## src/rtl/multicycle_control.sv

```systemverilog
// Multicycle control unit: FETCH/DECODE/EXEC/MEM/WB sequencer for a 32-bit
// load/store ISA, driving PC, register-file indices, ALU selects and memory strobes.
module multicycle_control #(
   parameter logic [31:0] RESET_PC = 32'h0000_0000,
   parameter int          IMM_W    = 14
) (
   input  logic        clock,
   input  logic        reset,
   output logic        imem_req,
   input  logic        imem_ready,
   input  logic [31:0] imem_rdata,
   output logic [31:0] pc,
   output logic [3:0]  Rs1,
   output logic [3:0]  Rs2,
   output logic [3:0]  Rd,
   output logic        RegWRd,
   output logic        RegWRs,
   output logic [1:0]  alu_op,
   output logic        alu_src_imm,
   output logic [31:0] imm_ext,
   input  logic        alu_zero,
   output logic        mem_rd,
   output logic        mem_wr,
   input  logic        mem_ready,
   output logic        wb_sel,
   output logic        illegal
);

   localparam logic [5:0] OP_AND   = 6'd0;
   localparam logic [5:0] OP_ADD   = 6'd1;
   localparam logic [5:0] OP_SUB   = 6'd2;
   localparam logic [5:0] OP_ANDI  = 6'd3;
   localparam logic [5:0] OP_ADDI  = 6'd4;
   localparam logic [5:0] OP_LW    = 6'd5;
   localparam logic [5:0] OP_LWPOI = 6'd6;
   localparam logic [5:0] OP_SW    = 6'd7;
   localparam logic [5:0] OP_BEQ   = 6'd8;
   localparam logic [5:0] OP_J     = 6'd9;

   localparam logic [1:0] ALU_AND = 2'd0;
   localparam logic [1:0] ALU_ADD = 2'd1;
   localparam logic [1:0] ALU_SUB = 2'd2;

   typedef enum logic [2:0] {
      ST_FETCH,
      ST_DECODE,
      ST_EXEC,
      ST_MEM,
      ST_WB
   } state_t;

   state_t      state_reg;
   logic [31:0] pc_reg;
   logic [31:0] ir_reg;
   logic        reg_wrd_reg;
   logic        reg_wrs_reg;
   logic        mem_rd_reg;
   logic        mem_wr_reg;
   logic        illegal_reg;
   logic [1:0]  alu_op_reg;
   logic        alu_src_imm_reg;
   logic        wb_sel_reg;

   logic [5:0]  opcode;
   logic        is_load;

   function automatic logic op_defined(input logic [5:0] op);
      return op <= OP_J;
   endfunction

   function automatic logic [1:0] alu_op_of(input logic [5:0] op);
      case (op)
         OP_AND, OP_ANDI: return ALU_AND;
         OP_SUB, OP_BEQ:  return ALU_SUB;
         default:         return ALU_ADD;
      endcase
   endfunction

   function automatic logic src_imm_of(input logic [5:0] op);
      case (op)
         OP_ANDI, OP_ADDI, OP_LW, OP_LWPOI, OP_SW: return 1'b1;
         default:                                 return 1'b0;
      endcase
   endfunction

   assign opcode  = ir_reg[31:26];
   assign is_load = (opcode == OP_LW) || (opcode == OP_LWPOI);

   // Fields come straight off the instruction register, so they stay put until the next fetch.
   assign Rd      = ir_reg[25:22];
   assign Rs1     = ir_reg[21:18];
   assign Rs2     = ((opcode == OP_SW) || (opcode == OP_BEQ)) ? ir_reg[25:22] : ir_reg[17:14];
   assign imm_ext = {{(32-IMM_W){ir_reg[IMM_W-1]}}, ir_reg[IMM_W-1:0]};

   // Decoding the state register lets the very first post-reset cycle issue a fetch.
   assign imem_req    = (state_reg == ST_FETCH);
   assign pc          = pc_reg;
   assign RegWRd      = reg_wrd_reg;
   assign RegWRs      = reg_wrs_reg;
   assign mem_rd      = mem_rd_reg;
   assign mem_wr      = mem_wr_reg;
   assign illegal     = illegal_reg;
   assign alu_op      = alu_op_reg;
   assign alu_src_imm = alu_src_imm_reg;
   assign wb_sel      = wb_sel_reg;

   always_ff @(posedge clock) begin
      if (reset) begin
         state_reg       <= ST_FETCH;
         pc_reg          <= RESET_PC;
         ir_reg          <= '0;
         reg_wrd_reg     <= 1'b0;
         reg_wrs_reg     <= 1'b0;
         mem_rd_reg      <= 1'b0;
         mem_wr_reg      <= 1'b0;
         illegal_reg     <= 1'b0;
         alu_op_reg      <= ALU_AND;
         alu_src_imm_reg <= 1'b0;
         wb_sel_reg      <= 1'b0;
      end else begin
         reg_wrd_reg <= 1'b0;
         reg_wrs_reg <= 1'b0;
         illegal_reg <= 1'b0;
         case (state_reg)
            ST_FETCH: begin
               if (imem_ready) begin
                  ir_reg      <= imem_rdata;
                  pc_reg      <= pc_reg + 32'd1;
                  illegal_reg <= !op_defined(imem_rdata[31:26]);
                  state_reg   <= ST_DECODE;
               end
            end
            ST_DECODE: begin
               if (opcode == OP_J) begin
                  pc_reg    <= pc_reg + imm_ext;
                  state_reg <= ST_FETCH;
               end else if (!op_defined(opcode)) begin
                  state_reg <= ST_FETCH;
               end else begin
                  // ALU selects persist past EXEC so the address/result stays valid in MEM and WB.
                  alu_op_reg      <= alu_op_of(opcode);
                  alu_src_imm_reg <= src_imm_of(opcode);
                  state_reg       <= ST_EXEC;
               end
            end
            ST_EXEC: begin
               if (opcode == OP_BEQ) begin
                  if (alu_zero) begin
                     pc_reg <= pc_reg + imm_ext;
                  end
                  state_reg <= ST_FETCH;
               end else if (is_load) begin
                  mem_rd_reg <= 1'b1;
                  state_reg  <= ST_MEM;
               end else if (opcode == OP_SW) begin
                  mem_wr_reg <= 1'b1;
                  state_reg  <= ST_MEM;
               end else begin
                  reg_wrd_reg <= 1'b1;
                  wb_sel_reg  <= 1'b0;
                  state_reg   <= ST_WB;
               end
            end
            ST_MEM: begin
               if (mem_ready) begin
                  mem_rd_reg <= 1'b0;
                  mem_wr_reg <= 1'b0;
                  if (opcode == OP_SW) begin
                     state_reg <= ST_FETCH;
                  end else begin
                     reg_wrd_reg <= 1'b1;
                     reg_wrs_reg <= (opcode == OP_LWPOI);
                     wb_sel_reg  <= 1'b1;
                     state_reg   <= ST_WB;
                  end
               end
            end
            ST_WB: begin
               state_reg <= ST_FETCH;
            end
            default: begin
               state_reg <= ST_FETCH;
            end
         endcase
      end
   end

endmodule

```

## config.mk

```make
export PLATFORM = sky130hd
export DESIGN_NAME = multicycle_control
export DESIGN_NICKNAME = d
export VERILOG_FILES = /design/src/rtl/multicycle_control.sv
export SDC_FILE = /design/constraint.sdc
export NUM_CORES = 1
export LEC_CHECK = 0
export ABC_CLOCK_PERIOD_IN_PS = 4000
export BUFFER_PORTS_ARGS = -buffer_cell sky130_fd_sc_hd__buf_2
export CORE_ASPECT_RATIO = 0.5
export CORE_MARGIN = 2
export CORE_UTILIZATION = 33
export DETAILED_ROUTE_END_ITERATION = 8
export GPL_TIMING_DRIVEN = 0
export SYNTH_ARGS = -nofsm -noshare
export SYNTH_HDL_FRONTEND = slang
export SYNTH_SLANG_ARGS = --single-unit
```

## constraint.sdc

```tcl
create_clock -name clock -period 4 [get_ports clock]
set_input_delay 0.8 -clock clock [delete_from_list [all_inputs] [get_ports clock]]
set_output_delay 0.8 -clock clock [all_outputs]
set_load 0.01 [all_outputs]
```

==> impl_results.md <==
* Critical path type: reg2reg
* Final period utilization at 0.9514
* Drt total wl at 14250 µm
* Starting Density at 0.3388
* First-pass GRT wire length at 23160 µm
* Async SR Flop Fraction at 0
* Vias in the first global route at 4558
* Worst path slowest cell: or4_4
* Layout cells sized above 1 at 0.2643
* Maximum vdd ir drop at 0.1855 mV
* HP Class: reg2reg
* Rows at 31
* # hold bufs at CTS at 0
* Clk buf depth at 2
* Syn nets at 700
* Seq/Total Area, Yosys at 0.3087
* Via density at 4.932
* Top cells by area, synth: dfxtp_1, nand2_1, a21oi_1
* Critical path required time at 4220 ps
* I/O pin count at 123
* Pin count of the biggest net entering global routing at 22
* Synth top area share at 0.3087
* Final setup violating endpoints at 0
* CP max FO at 10
* Die H at 90.42 µm
* Tmin final at 3805 ps
* Crit-path cells: clkbuf_4 -> xnor2_4 -> nor2_1 -> clkbuf_2 -> and2_1 -> ha_1 -> a21o_1 -> nand2b_1 -> o221a_2 -> o31a_1 -> or4_4 -> a32oi_2 -> mux2i_1 -> mux2_1
* Initial antenna violation count at 2
* Skew final at 5.226 ps
* Fillers at 1513
* Post-layout nets at 833
* RSZ-0062 raised after global routing: no
* Synth area leader: dfxtp_1
* Status: finished clean
* Drt wl/cell at 14.45 µm
* Core Area at 14550 µm²
* Finished Layout Cells at 986
* Arrival @ worst endpoint at 4030 ps
* CTS Buf Count at 9
* Pwr Density at 368.9 nW/µm²
* Synthesized area per cell at 7.594 µm²
* Port Buf Inserts at 122
* Fin util at 0.4197
* Area occupied by multi-input gates at 2927 µm²
* Worst setup SP type: flip-flop
* Tightest Pin Transition at 783.4 ps
* Synthesized cell area at 4928 µm²
* Yosys warning total at 0
* Max Cap Violations at 0
* Synth top cells by count: nand2_1, dfxtp_1, a21oi_1, nor2_1, buf_4
* CTS tree: yes
* Flops & latches, synth at 76
* Die width at 176.8 µm
* Remaining global-route overflow at 0
* DRC Markers at 0
* Gr usage total at 0.1794
* Storage cell area at 1523 µm²
* Worst-skew pair later-pin latency at 340 ps
* Area grow syn2layout at 23.86%
* Slowest stage delay, CP at 500 ps
* Antenna-violating nets left at 0
* Full die area at 15990 µm²
* Main synth FF type: dfxtp_1
* Clk pin slew, worst setup/hold paths at 60 ps
* TritonCTS Sinks at 76
* Post-DP HPWL at 10930 µm
* Syn Inst Count at 649
* Placed cells at 969
* H-tree levels at 3
* Initial DRC Count at 246
* DRT Pass-1 Iters at 4
* Most common cell in the netlist: nand2_1
* Critical Path Sink Type: flip-flop
* Setup_tns at 0 ps
* Final Max Slew Viols at 0
* EDFF count, synth at 0
* Overall power at 0.002252 W
* Final hold viol count at 0
* Clock root buffer: clkbuf_16
* Leak at 2.805 nW
* Fmax at 262.8 MHz
* RD Place Congestion at 0.8854
* Distinct cell type count after synthesis at 71
* Via count at 4863
* Max transition margin at 0.4730
-- cell families after synthesis --
| group | Yosys count | share of synthesized area |
|---|---|---|
| simple gates | 286 | 0.2904 |
| compound gates | 139 | 0.1780 |
| buf+inv | 93 | 0.1033 |
| flops | 76 | 0.3087 |
| mux | 22 | 0.04722 |
| xor+xnor | 19 | 0.03529 |
| fa+ha+maj | 14 | 0.03707 |
-- per-layer routing --
layer  up-vias  global-route usage  wire length [µm]
met5         -                   0                 7
met4         2             0.04477               147
met3        15             0.04377               927
met2       134              0.2786              6211
met1      2205              0.2483              6952
li1       2507                   -                 -
-- placed cells by master (no fill, tap or decap), types with 9 or more instances in the layout --
cell type / instances
clkbuf_16: 9
a211oi_1: 10
nand2b_1: 9
or3_1: 13
and3_1: 11
mux2i_1: 12
buf_2: 125
xnor2_1: 10
a21oi_1: 63
nand3_1: 19
nor3_1: 10
nand2_1: 99
buf_4: 42
and2_1: 12
o21ai_0: 16
nor2_1: 63
ha_1: 13
dfxtp_1: 75
clkbuf_1: 32
-- worst max-delay path: cells and delay by family (launching register included) --
kind | cells | cell delay (ps)
AO/OA/AOI/OAI | 4 | 1020
flip-flops | 1 | 300
XOR/XNOR | 1 | 200
adder cells (fa/ha/maj) | 1 | 320
AND/OR/NAND/NOR | 4 | 890
multiplexers | 2 | 600
buffers and inverters | 2 | 360
-- path summary, 6_finish.rpt --
| kind | cells after the start | to | slack [ps] | startpoint |
|---|---|---|---|---|
| setup / recovery | 14 | pc[30]$_SDFFE_PP0P_ | 190 | state_reg[0]$_SDFFE_PP0P_ |
| hold / removal | 2 | ir_reg[19]$_SDFFE_PP0P_ | 450 | ir_reg[19]$_SDFFE_PP0P_ |
| setup reg to reg | 14 | pc[30]$_SDFFE_PP0P_ | 190 | state_reg[0]$_SDFFE_PP0P_ |
| hold reg to reg | 2 | ir_reg[19]$_SDFFE_PP0P_ | 450 | ir_reg[19]$_SDFFE_PP0P_ |
-- report_power, final --
group          internal (W)  switching (W)  total, W
sequential         0.000814      0.0000485  0.000862
combinational      0.000261       0.000358  0.000618
clock              0.000423       0.000348  0.000771
total               0.00150       0.000754   0.00225
-- through the flow --
| step | setup slack (ps) | hold WS [ps] | cell area (µm²) |
|---|---|---|---|
| 3_3_place_gp | -70.48 | 443.6 | 5787 |
| 6_report | 194.5 | 453.8 | 6105 |
| 3_5_place_dp | -140.0 | 449.2 | 5787 |
| 2_1_floorplan | 379.8 | 433.8 | 4928 |
| 5_1_grt | 12.84 | 481.3 | 6102 |
| 4_1_cts | 4.081 | 457.8 | 6083 |
-- area by class of cell --
cell class,count,area share
clock buffers,9,0.03689
multi-input cells,480,0.4794
diodes,1,0.0004099
inverters,8,0.004919
well taps,198,0.04058
plain buffers,84,0.07850
flip-flops and latches,76,0.2494
clock inverters,7,0.008608
repair buffers,123,0.1013
-- what timing repair did --
item | 4_1_cts | 5_1_grt
setup buffers | 0 | 1
pin swaps | 1 | 1
hold endpoints to repair | 0 | 0
gates resized for setup | 3 | 5
endpoints found under the setup margin | 4 | 7
Power figures use the tool's default switching activity.
